**src/rtl/mips_pkg.sv**
```systemverilog
// Shared definitions for the MIPS system: instruction-memory geometry defaults,
// the program-loader state encoding and a count-legality helper.
package mips_pkg;

    localparam int IMEM_DEPTH  = 256;
    localparam int IMEM_ADDR_W = 8;

    typedef enum logic [2:0] {
        IDLE,
        LOAD,
        FLUSH,
        RUN,
        ERR
    } loader_state_e;

    // A load must contain at least one word and must fit in the memory.
    function automatic logic count_is_legal(input int unsigned count, input int unsigned depth);
        return (count != 0) && (count <= depth);
    endfunction

endpackage

```
**src/rtl/imem_loader_if.sv**
```systemverilog
// Bundle of the loader's control, streaming-source and instruction-memory signals.
// The loader takes the slave side; the surrounding system drives the master side.
interface imem_loader_if #(
    parameter int ADDR_W = mips_pkg::IMEM_ADDR_W
);
    import mips_pkg::*;

    logic              start;
    logic [ADDR_W:0]   word_count;
    logic              in_valid;
    logic [31:0]       in_data;
    logic              in_ready;
    logic              imem_we;
    logic [ADDR_W-1:0] imem_addr;
    logic [31:0]       imem_wdata;
    logic              core_reset;
    logic              done;
    logic              error;

    modport slave (
        input  start, word_count, in_valid, in_data,
        output in_ready, imem_we, imem_addr, imem_wdata, core_reset, done, error
    );

    modport master (
        output start, word_count, in_valid, in_data,
        input  in_ready, imem_we, imem_addr, imem_wdata, core_reset, done, error
    );

endinterface

```
**src/rtl/imem_loader.sv**
```systemverilog
// Streams a program into instruction memory while holding the core in reset,
// then releases the core. Writes are registered, one cycle after each handshake.
module imem_loader
    import mips_pkg::*;
#(
    parameter int DEPTH  = IMEM_DEPTH,
    parameter int ADDR_W = IMEM_ADDR_W
) (
    input  logic         clk,
    input  logic         reset,
    imem_loader_if.slave bus
);

    localparam logic [ADDR_W:0] CNT_ONE = 1;

    loader_state_e     state_q, state_d;
    logic [ADDR_W:0]   count_q, count_d;
    logic [ADDR_W:0]   cnt_q, cnt_d;
    logic              we_q, we_d;
    logic [ADDR_W-1:0] addr_q, addr_d;
    logic [31:0]       wdata_q, wdata_d;

    logic start_legal;
    logic handshake;
    logic last_word;

    assign start_legal = count_is_legal(32'(bus.word_count), DEPTH);
    assign handshake   = bus.in_valid && (state_q == LOAD);
    // cnt_q counts accepted words, so the final one arrives when it equals count-1.
    assign last_word   = (cnt_q == count_q - CNT_ONE);

    always_ff @(posedge clk or posedge reset) begin
        if (reset) begin
            state_q <= IDLE;
            count_q <= '0;
            cnt_q   <= '0;
            we_q    <= 1'b0;
            addr_q  <= '0;
            wdata_q <= '0;
        end else begin
            state_q <= state_d;
            count_q <= count_d;
            cnt_q   <= cnt_d;
            we_q    <= we_d;
            addr_q  <= addr_d;
            wdata_q <= wdata_d;
        end
    end

    always_comb begin
        state_d = state_q;
        count_d = count_q;
        cnt_d   = cnt_q;
        we_d    = 1'b0;
        addr_d  = addr_q;
        wdata_d = wdata_q;

        case (state_q)
            IDLE, RUN, ERR: begin
                if (bus.start) begin
                    if (start_legal) begin
                        state_d = LOAD;
                        count_d = bus.word_count;
                        cnt_d   = '0;
                    end else begin
                        state_d = ERR;
                    end
                end
            end
            LOAD: begin
                if (handshake) begin
                    we_d    = 1'b1;
                    addr_d  = cnt_q[ADDR_W-1:0];
                    wdata_d = bus.in_data;
                    cnt_d   = cnt_q + CNT_ONE;
                    if (last_word) begin
                        state_d = FLUSH;
                    end
                end
            end
            FLUSH: begin
                state_d = RUN;
            end
            default: begin
                state_d = IDLE;
            end
        endcase
    end

    // Status outputs decode straight from the state so reset forces them at once.
    assign bus.in_ready   = (state_q == LOAD);
    assign bus.core_reset = (state_q != RUN);
    assign bus.done       = (state_q == RUN);
    assign bus.error      = (state_q == ERR);
    assign bus.imem_we    = we_q;
    assign bus.imem_addr  = addr_q;
    assign bus.imem_wdata = wdata_q;

endmodule

```
**src/flat_wrapper.sv**
```systemverilog
// flat-port wrapper written by rule: the top's interface ports become plain ports
module imem_loader_flat import mips_pkg::*;
#(
    parameter int DEPTH  = IMEM_DEPTH,
    parameter int ADDR_W = IMEM_ADDR_W
)
  (clk, reset, bus_start, bus_word_count, bus_in_valid, bus_in_data, bus_in_ready, bus_imem_we, bus_imem_addr, bus_imem_wdata, bus_core_reset, bus_done, bus_error);
  imem_loader_if #(.ADDR_W(ADDR_W)) bus_i ();
  input  logic clk;
  input  logic reset;
  input wire logic [$bits(bus_i.start)-1:0] bus_start;
  input wire logic [$bits(bus_i.word_count)-1:0] bus_word_count;
  input wire logic [$bits(bus_i.in_valid)-1:0] bus_in_valid;
  input wire logic [$bits(bus_i.in_data)-1:0] bus_in_data;
  output wire logic [$bits(bus_i.in_ready)-1:0] bus_in_ready;
  output wire logic [$bits(bus_i.imem_we)-1:0] bus_imem_we;
  output wire logic [$bits(bus_i.imem_addr)-1:0] bus_imem_addr;
  output wire logic [$bits(bus_i.imem_wdata)-1:0] bus_imem_wdata;
  output wire logic [$bits(bus_i.core_reset)-1:0] bus_core_reset;
  output wire logic [$bits(bus_i.done)-1:0] bus_done;
  output wire logic [$bits(bus_i.error)-1:0] bus_error;
  assign bus_i.start = bus_start;
  assign bus_i.word_count = bus_word_count;
  assign bus_i.in_valid = bus_in_valid;
  assign bus_i.in_data = bus_in_data;
  assign bus_in_ready = bus_i.in_ready;
  assign bus_imem_we = bus_i.imem_we;
  assign bus_imem_addr = bus_i.imem_addr;
  assign bus_imem_wdata = bus_i.imem_wdata;
  assign bus_core_reset = bus_i.core_reset;
  assign bus_done = bus_i.done;
  assign bus_error = bus_i.error;
  imem_loader #(.DEPTH(DEPTH), .ADDR_W(ADDR_W)) u_core (.clk(clk), .reset(reset), .bus(bus_i));
endmodule
```
**config.mk**
```make
export PLATFORM = sky130hd
export DESIGN_NAME = imem_loader_flat
export DESIGN_NICKNAME = d
export VERILOG_FILES = /design/src/rtl/mips_pkg.sv /design/src/rtl/imem_loader_if.sv /design/src/rtl/imem_loader.sv /design/src/flat_wrapper.sv
export SDC_FILE = /design/constraint.sdc
export NUM_CORES = 1
export LEC_CHECK = 0
export ABC_AREA = 1
export BUFFER_PORTS_ARGS = -buffer_cell sky130_fd_sc_hd__clkbuf_2
export CAP_MARGIN = 0
export CORE_MARGIN = 8
export CORE_UTILIZATION = 25
export CTS_CLUSTER_SIZE = 12
export DETAILED_ROUTE_END_ITERATION = 10
export PLACE_DENSITY = 0.42
export RECOVER_POWER = 100
export SKIP_LAST_GASP = 1
export SYNTH_ARGS = -nofsm -noshare
export SYNTH_HDL_FRONTEND = slang
export SYNTH_SLANG_ARGS = --single-unit
```
**constraint.sdc**
```tcl
create_clock -name clk -period 2 [get_ports clk]
set_input_delay 0.2 -clock clk [delete_from_list [all_inputs] [get_ports clk]]
set_output_delay 0.2 -clock clk [all_outputs]
set_load 0.02 [all_outputs]
```
==> metrics.txt, run 1 <==
first-pass GRT wire length 13800 um; startpoint type of the worst setup path register; CTS Buf Count 9; Die Wd roughly 130 um; fmax 0.568 GHz; Ports 90; CP max FO 34; Iteration-0 DRC Markers 149; number of cell rows 40; Cell Pwr Density between 1500 and 2000 nW/um^2; Layout area overhead 26.5%; Routed WL per cell about 13 um; worst hold path type in -> reg; DPL Wire Length roughly 6000 um; top-area cell type share of the netlist area 49.9%; final slew viol count 0; Core Region between 10000 and 15000 um^2; setup TNS 0 ns; Ys Warns 0; drt drc 0; crit path DAT slightly above 2 ns; clock slew seen by the registers of the worst setup and hold paths approximately 0.050 ns; CTS tree done; async set or reset register ratio after synthesis between 90% and 100%; CTS Root Cell clkbuf_16; post-synth cell types 33; WS Path Type reg -> reg; WL final between 8000 and 9000 um; Global Route Usage Sum between 10% and 20%; post-synthesis instance total ~390; Clock Skews between 0.003 and 0.004 ns; clock tree buffer depth 2; Seq/Total Area, Yosys 49.9%; final worst-path cycle share a little under 90%; Slowest-stage cell, CP clkbuf_2; status finished clean; n_diodes 0; CP max stage delay about 0.56 ns; CP Data Required Time between 2 and 2.5 ns; die area between 15000 and 20000 um^2; Worst-Margin Slew about 0.95 ns; number of synthesized flops with an enable pin 0; ranking of synthesized cells by area dfrtp_1 (50%), nand2_1 (21%), inv_1 (3.4%), nand3_1 (2.7%), o21ai_2 (2.0%); peak supply drop approximately 0.64 mV; Max Cap Viol 0; Yosys top cell by area dfrtp_1; post-synth net total 434; CP Cell Sequence inv_2 > nor2_4 > nand2_2 > nor2_4 > clkbuf_2 > nand2_1 > nand2_1; nature of the critical path endpoint register; static leakage 2.02 nW; final setup vio count 0; Initial Utilization between 20% and 30%; relative slew slack 36.9%; grt ovf 0; Mean Syn Cell Area roughly 8.0 um^2; Fin. Hold Viols 0; #FFs+latches synth a little over 60; layout cell share with drive strength beyond 1 between 20 and 25%; RSZ-0062 raised after global routing false; Mapped Area between 3000 and 4000 um^2; vias in the first global route about 2700; Antenna Nets Post-Route 0; die height about 130 um; fin crit period approximately 1.8 ns; routed vias/inst a little over 4; final core occ 32.6%; drt pass-1 iters 4; clk sinks 62; H-tree lvl count 3; most common flop cell mapped by yosys dfrtp_1; initial antenna violation count 0; largest net degree at the start of global routing 50; routed vias between 2000 and 3000; nets roughly 530; GPL Wtd Cong a little under 0.8; I/O Buffers between 80 and 90; worst skew pair latency around 0.33 ns
[repair_timing]
item,4_1_cts,5_1_grt
endpoints found under the setup margin,0,3
hold buffers,1,0
buffers inserted,0,1
hold endpoints to repair,23,0
resized for setup,0,4
[placed cells by master (no fill, tap or decap), types with 2 or more instances in the layout]
cell type	instances
clkbuf_1	46
clkbuf_16	9
clkbuf_2	47
clkbuf_8	2
dfrtp_1	62
ha_1	2
inv_1	27
inv_2	11
nand2_1	178
nand2_2	7
nand3_1	18
nand4_1	3
nor2_1	13
nor2_4	6
o21ai_0	14
o21ai_1	7
o21ai_2	4
or2_2	4
xor2_1	7
[metrics by stage]
step / area, um^2 / cells / setup WS [ns] / total power, mW / hold WS, ns
after global routing: 3930 / 652 / 0.0284 / 6.44 / 0.0626
final: 3930 / 652 / 0.240 / 5.92 / 0.0673
after detailed placement: 3720 / 636 / 0.126 / 4.56 / 0.266
after global placement: 3720 / 636 / 0.198 / 4.54 / 0.269
after CTS: 4020 / 651 / 0.114 / 6.15 / 0.0556
after floorplan: 3110 / 387 / 0.259 / 3.81 / 0.317
[synthesized netlist by cell type (2+ instances only)]
cell type and number:
nand2_2 7, or2_2 4, inv_1 28, inv_2 10
nand3_1 17, buf_6 2, nand4_1 3, o21ai_0 8
nor2_4 5, o21ai_2 7, xor2_1 7, buf_2 6
ha_1 2, dfrtp_1 62, nor2_1 14, nand2_1 176
nand2_4 2, clkbuf_1 3, o21ai_1 10
[cells by family (layout without fill, tap and decap cells)]
family / after synthesis / after routing / share of synthesized area (%)
adder cells (fa/ha/maj): 2 / 2 / 0.805
buffers and inverters: 50 / 147 / 6.84
XOR/XNOR: 9 / 9 / 3.14
flip-flops: 62 / 62 / 49.9
AND/OR/NAND/NOR: 237 / 237 / 33.7
AO/OA/AOI/OAI: 27 / 27 / 5.56
[worst max-delay path, delay by kind of cell (launching register included)]
kind                   cells  cell delay (ns)
DFF                        1             0.42
and+or+nand+nor            5             0.63
buffers and inverters      2             0.63
[power breakdown]
group          total, mW  internal [mW]  switching (mW)
logic               2.31          0.695            1.62
clock network       1.54           1.02           0.520
registers           2.07           1.71           0.355
[registers in the layout, summed over array words and instances (netlist names)]
| signal | cells |
|---|---|
| u_core.cnt_q | 9 |
| u_core.bus.imem_we | 1 |
| u_core.bus.imem_addr | 8 |
| u_core.count_q | 9 |
| u_core.bus.imem_wdata | 32 |
| u_core.state_q | 3 |
[per-layer routing]
metal	wire length [um]	global-route usage, %	part of all wire [%]	up-vias
met1	3670	12.5	45	1216
met4	158	4.83	1.9	0
met3	311	3.58	3.8	12
met2	4030	17.8	49	47
met5	0	0	0	-
li1	-	-	-	1372
[layout make-up]
class | count | area [um^2]
fillers | 1323 | 8130
multi-input cells | 275 | 1310
inverters | 39 | 149
well taps | 168 | 210
repair buffers | 94 | 425
clock inverters | 1 | 30.0
clock buffers | 13 | 260
flip-flops and latches | 62 | 1550
[path summary, 6_finish.rpt]
check	cells past startpoint	slack, ns	end	from
setup / recovery	7	0.24	u_core.bus.imem_wdata[26]	u_core.state_q[0]
hold / removal	3	0.07	u_core.bus.imem_wdata[29]	bus_in_data[29]
setup reg to reg	7	0.24	u_core.bus.imem_wdata[26]	u_core.state_q[0]
hold reg to reg	2	0.47	u_core.bus.imem_wdata[23]	u_core.bus.imem_wdata[23]
max in group asynchronous	4	0.42	u_core.cnt_q[8]	reset
min in group asynchronous	3	0.62	u_core.bus.imem_wdata[0]	reset
Power figures use the tool's default switching activity.
==> run 2: changes to the inputs <==
==> constraint.sdc (replaced) <==
create_clock -name clk -period 1.8 [get_ports clk]
set_input_delay 0.18 -clock clk [delete_from_list [all_inputs] [get_ports clk]]
set_output_delay 0.18 -clock clk [all_outputs]
set_load 0.02 [all_outputs]
==> run 2 against run 1 <==
Final area increased by 2.8%. Setup slack got worse by 0.071 ns. Via count about the same. Combinational power increased by 17%. Die area unchanged. Sequential share of layout area decreased by 1.1 points. Wire length increased by 0.92%. Sequential power increased by 11%. Register-to-register slack got worse by 0.07 ns. Global-route usage increased by 0.082 points. Critical path depth unchanged. Highest routed layer unchanged.
==> metrics.txt, run 2 (synthesized netlist as in run 1, its figures left out) <==
n_diodes 0 (unchanged); drt pass-1 iters 4 (unchanged); Max Cap Viol 0 (unchanged); startpoint type of the worst setup path register; Iteration-0 DRC Markers 124 (-17%); hold path start bus_in_data[25]; grt ovf 0 (unchanged); fmax 0.613 GHz (+7.9%); CP Cell Sequence ha_1 > nand2_1 > nor2_1 > nand2_1 > xor2_1 > or2_2 > o21ai_2; Setup Fix Bufs, Post-CTS 0 (unchanged); die area 16300 um^2 (unchanged); worst skew pair latency 0.33 ns (about the same); DRT met1 WL 3660 um (about the same); clk sinks 62 (unchanged); commonest non-fill, non-tap cell in the layout nand2_1; Placement Setup Slack -0.00742 ns (-0.133 ns); final setup vio count 0 (unchanged); final worst-path cycle share 90.6% (+2.6 points); Worst-Margin Slew 0.899 ns (-0.0465 ns); fin crit period 1.63 ns (-0.129 ns); largest net degree at the start of global routing 50 (unchanged); Fin. Hold Viols 0 (unchanged); number of cell rows 40 (unchanged); Cell Pwr Density 1670 nW/um^2 (+11%); Initial Utilization 25.8% (unchanged); Crit. Startpoint u_core.cnt_q[0]; Hold Path Stages 3 (unchanged); GPL Wtd Cong 0.797 (+0.70%); CP Data Required Time 2.05 ns (-0.22 ns); most used cell, CP nand2_1; fillers 1352 (+2.2%); critical path's top delay family simple AND/OR/NAND/NOR gates; RSZ-0062 raised after global routing true; routed vias 2649 (+0.076%); status finished clean; Core Region 12100 um^2 (unchanged); most frequent cells in the layout nand2_1 (173), dfrtp_1 (62), clkbuf_2 (45); Die Wd 128 um (unchanged); Clock Skews 0.00606 ns (+0.00305 ns); WL final 8240 um (+0.92%); reg-to-reg slack, setup 0.17 ns (-0.07 ns); Ports 90 (unchanged); Critical path buffers and inverters 0 (-2); Antenna Nets Post-Route 0 (unchanged); CTS Root Cell clkbuf_16; layout cell share with drive strength beyond 1 24.0% (+3.4 points); drt drc 0 (unchanged); Top Metal Used met4; DPL Wire Length 6240 um (+1.9%); WS Path Type reg -> reg; Global Route Usage Sum 10.9% (+0.082 points); worst r2r src u_core.cnt_q[0]; setup TNS 0 ns (unchanged); Min-Delay Endpoint u_core.bus.imem_wdata[25]; met2 routed WL 4190 um (+3.9%); final slew viol count 0 (unchanged); Slowest-stage cell, CP dfrtp_1; I/O Buffers 89 (unchanged); initial antenna violation count 0 (unchanged); CTS tree done; clock tree buffer depth 2 (unchanged); crit path DAT 1.89 ns (-0.14 ns); PnR worst setup slack 0.169 ns (-0.0706 ns); Reg-to-Reg End u_core.cnt_q[6]; Routed WL per cell 12.6 um (+0.46%); CTS Buf Count 9 (unchanged); max reg flops 32 (unchanged); clock slew seen by the registers of the worst setup and hold paths 0.06 ns (about the same); CP max FO 6 (-82%); nature of the critical path endpoint register; CP max stage delay 0.48 ns (-0.08 ns); # placed instances 638 (+0.31%); reg2reg path depth 7 (unchanged); peak supply drop 0.495 mV (-23%); Layout area overhead 30.0%; relative slew slack 40.0% (+3.1 points); worst hold path type in -> reg; Final Non-Filler Cells 655 (+0.46%); area occupied by multi-input gates 1370 um^2 (+4.9%); nets 529 (+0.19%); static leakage 2.06 nW (+1.6%); routed vias/inst 4.04 (-0.38%); die height 128 um (unchanged); H-tree lvl count 3 (unchanged); sequential cell area 1550 um^2 (unchanged); vias in the first global route 2759 (+1.4%); first-pass GRT wire length 14000 um (+1.7%); met3 WL post-DR 264 um (-15%)
## run 2: cell count changes in the layout (fill, tap and decap cells not counted), sizes merged
cell and change:
inv +1, clkbuf -5, buf +3, clkinv +1, clkinvlp +3
## run 2: layout make-up
type | instances | share of cell area (%)
repair buffers | 95 | 11.1
flip-flops and latches | 62 | 38.4
inverters | 39 | 3.75
multi-input cells | 275 | 33.9
clock buffers | 10 | 5.91
clock inverters | 6 | 1.73
well taps | 168 | 5.20
## run 2: how the worst max path moves through the flow
stage	end	cells past startpoint	slack (ns)
2_1_floorplan	u_core.bus.imem_addr[0]	1	0.08
3_3_place_gp	u_core.state_q[0]	13	0.05
3_5_place_dp	u_core.state_q[2]	13	-0.007
4_1_cts	u_core.state_q[0]	13	0.05
5_1_grt	u_core.state_q[0]	14	-0.02
6_report	u_core.cnt_q[6]	7	0.17
## run 2: power by group
group	internal, mW	switching (mW)	total (mW)
registers	1.90	0.383	2.29
logic	0.836	1.86	2.70
clock network	1.12	0.653	1.77
## run 2: through the flow
step	utilization (%)	power [mW]	hold WS [ns]	instance area, um^2
floorplan	-	4.23	0.297	3110
global placement	31.2	5.06	0.244	3760
detailed placement	31.2	5.08	0.248	3760
CTS	33.9	6.91	0.0399	4080
global route	33.5	7.33	0.0433	4040
finish	33.5	6.75	0.0506	4040
## run 2: repair_timing
| item | CTS | global route |
|---|---|---|
| hold endpoints to repair | 20 | 0 |
| hold buffers | 1 | 0 |
| pin swaps | 0 | 7 |
| gates resized for setup | 1 | 12 |
| setup endpoints to repair | 3 | 6 |
## run 2: worst register-to-register path, delay by kind of cell (launching register included)
family	cells	cell delay (ns)
AO/OA/AOI/OAI	1	0.12
XOR/XNOR	1	0.14
adder cells (fa/ha/maj)	1	0.23
flip-flops	1	0.48
AND/OR/NAND/NOR	4	0.60
## run 2: routing by layer
metal,vias to the layer above,track usage [%]
met5,-,0
met4,0,4.20
met3,9,2.50
met2,44,19.0
met1,1218,12.7
li1,1378,-
==> run 3: changes to the inputs <==
--- a/config.mk
+++ b/config.mk
@@ -9,10 +9,10 @@
 export BUFFER_PORTS_ARGS = -buffer_cell sky130_fd_sc_hd__clkbuf_2
 export CAP_MARGIN = 0
 export CORE_MARGIN = 8
-export CORE_UTILIZATION = 25
+export CORE_UTILIZATION = 52
 export CTS_CLUSTER_SIZE = 12
 export DETAILED_ROUTE_END_ITERATION = 10
-export PLACE_DENSITY = 0.42
+export PLACE_DENSITY = 0.78
 export RECOVER_POWER = 100
 export SKIP_LAST_GASP = 1
 export SYNTH_ARGS = -nofsm -noshare
==> run 3 against run 2 <==
Cell count shrank 15%. Wire length shrank 13%. Clock-buffer cell count grew 2. Largest power group unchanged. Sequential share of layout area grew 2.6 points. Power shrank 8.5%. Clock power shrank 31%. Critical path type is now reg -> out. Highest routed layer unchanged. Flip-flop and latch count is the same. Largest cell class unchanged. Register-to-register slack is essentially flat. Critical path depth shrank 2. Worst hold slack lost 0.0076 ns. Maximum frequency shrank 1.8%.
==> metrics.txt, run 3 (synthesized netlist as in run 1, its figures left out) <==
Worst-Margin Slew 0.705 ns (-0.194 ns); CTS tree done; clock slew seen by the registers of the worst setup and hold paths 0.07 ns (about the same); initial antenna violation count 0 (unchanged); Int Power 3.44 mW (-11%); commonest non-fill, non-tap cell in the layout nand2_1; final setup vio count 0 (unchanged); n_diodes 0 (unchanged); worst skew pair latency 0.33 ns (about the same); Max Cap Viol 0 (unchanged); clk sinks 62 (unchanged); Global Route Usage Sum 17.7% (+6.9 points); layout cell share with drive strength beyond 1 21.9% (-2.2 points); reg2reg path depth 13 (+6); die area 8710 um^2 (-46%); CP max FO 9 (+3); reg-to-reg slack, setup 0.17 ns (about the same); Layout area overhead 21.8%; Fin. Hold Viols 0 (unchanged); fin crit period 1.66 ns (+0.0304 ns); Hold Path Stages 3 (unchanged); Final Non-Filler Cells 560 (-15%); startpoint type of the worst setup path register; CTS Root Cell clkbuf_8; WL final 7190 um (-13%); max reg flops 32 (unchanged); GPL Wtd Cong 0.833 (+4.6%); # placed instances 543 (-15%); Combinational Power Share 43.3% (+3.3 points); number of cell rows 28 (-30%); drt drc 0 (unchanged); crit path DAT 1.48 ns (-0.41 ns); worst r2r src u_core.count_q[0]; static leakage 2.01 nW (-2.1%); final core occ 64.7% (+31 points); most frequent cells in the layout nand2_1 (177), dfrtp_1 (62), clkbuf_2 (46); status finished clean; Cell Pwr Density 1630 nW/um^2 (-2.4%); vias in the first global route 2687 (-2.6%); WS Path Type reg -> out; Seq pwr share 36.8% (+2.9 points); fmax 0.602 GHz (-1.8%); total power 6.18 mW (-8.5%); Worst setup endpoint bus_in_ready; worst hold path type in -> reg; Ports 90 (unchanged); nets 528 (-0.19%); die height 93.3 um (-27%); routed vias 2683 (+1.3%); Crit. Startpoint u_core.state_q[0]; Reg-to-Reg End u_core.state_q[0]; H-tree lvl count 3 (unchanged); final slew viol count 0 (unchanged); routed vias/inst 4.79 (+18%); CP Data Required Time 1.62 ns (-0.43 ns); Initial Utilization 53.1% (+27 points); grt ovf 0 (unchanged); clock group share of total power 19.9% (-6.3 points); peak supply drop 0.990 mV (+100%); clock tree buffer depth 2 (unchanged); Sw Ratio 44.3% (+1.4 points); Clock Skews 0.0101 ns (+0.00404 ns); relative slew slack 52.9% (+13 points); I/O Buffers 89 (unchanged); DPL Wire Length 5250 um (-16%); Iteration-0 DRC Markers 122 (-1.6%); Routed WL per cell 12.8 um (+2.0%); final worst-path cycle share 92.3% (+1.7 points); Core Region 5850 um^2 (-51%); CTS Buf Count 9 (unchanged); Die Wd 93.3 um (-27%); fillers 502 (-63%); first-pass GRT wire length 12400 um (-12%); nature of the critical path endpoint output pin; largest net degree at the start of global routing 50 (unchanged); Antenna Nets Post-Route 0 (unchanged); sw power 2.74 mW (-5.5%); drt pass-1 iters 4 (unchanged)
-- run 3: cell types whose count changed in the layout (fill, tap and decap cells not counted), sizes merged --
| cell | change |
|---|---|
| inv | -1 |
| clkinvlp | -3 |
| clkinv | +1 |
| clkbuf | +1 |
-- run 3: area by class of cell --
class                           instances  area [um^2]  area share, %
Timing Repair Buffer                   94          444           11.7
Sequential cell                        62         1550           41.0
Clock inverter                          3         43.8           1.16
Multi-Input combinational cell        275         1350           35.6
Tap cell                               75         93.8           2.48
Inverter                               39          151           4.00
Clock buffer                           12          155           4.10
-- run 3: worst min path at each step --
stage / end / start / slack [ns]
after CTS: u_core.bus.imem_wdata[17] / bus_in_data[17] / 0.04
final: u_core.bus.imem_wdata[17] / bus_in_data[17] / 0.04
after global routing: u_core.bus.imem_wdata[17] / bus_in_data[17] / 0.03
after detailed placement: u_core.bus.imem_wdata[26] / reset / 0.17
after floorplan: u_core.bus.imem_wdata[11] / bus_in_data[11] / 0.30
after global placement: u_core.bus.imem_wdata[26] / reset / 0.17
-- run 3: repair_timing --
item / 4_1_cts / 5_1_grt
setup buffers: 0 / 1
gates resized for setup: 1 / 10
gates cloned: 0 / 0
endpoints found under the hold margin: 17 / 0
hold buffers: 1 / 0
endpoints found under the setup margin: 3 / 7
pin swaps: 0 / 2
-- run 3: stage by stage --
step / setup WS, ns / cell area, um^2 / hold slack, ns / setup TNS (ns)
6_report: 0.139 / 3790 / 0.0430 / 0
2_1_floorplan: 0.0786 / 3110 / 0.297 / 0
3_5_place_dp: -0.0139 / 3620 / 0.170 / -0.0328
4_1_cts: 0.0487 / 3830 / 0.0369 / 0
3_3_place_gp: 0.115 / 3620 / 0.168 / 0
5_1_grt: -0.0299 / 3790 / 0.0336 / -0.0724
-- run 3: power groups by stage --
| stage | Sequential, mW | Clock, mW | Combinational [mW] |
|---|---|---|---|
| 2_1_floorplan | 2.69 | 0 | 1.55 |
| 3_3_place_gp | 2.27 | 0 | 2.67 |
| 3_5_place_dp | 2.28 | 0 | 2.75 |
| 4_1_cts | 2.27 | 1.24 | 2.76 |
| 5_1_grt | 2.35 | 1.32 | 3.03 |
| 6_report | 2.27 | 1.23 | 2.68 |
-- run 3: per-layer routing --
metal | vias to the layer above | share of wire, % | global-route usage [%]
li1 | 1374 | - | -
met1 | 1233 | 43 | 22.1
met2 | 67 | 50 | 28.8
met3 | 9 | 5.1 | 4.25
met4 | 0 | 1.4 | 7.52
met5 | - | 0 | 0
-- run 3: worst max-delay path: stages (launching register included) --
cell      delay [ns]
dfrtp_1         0.40
inv_1           0.10
nor2_4          0.11
nand2_4         0.11
inv_1           0.22
clkbuf_2        0.22
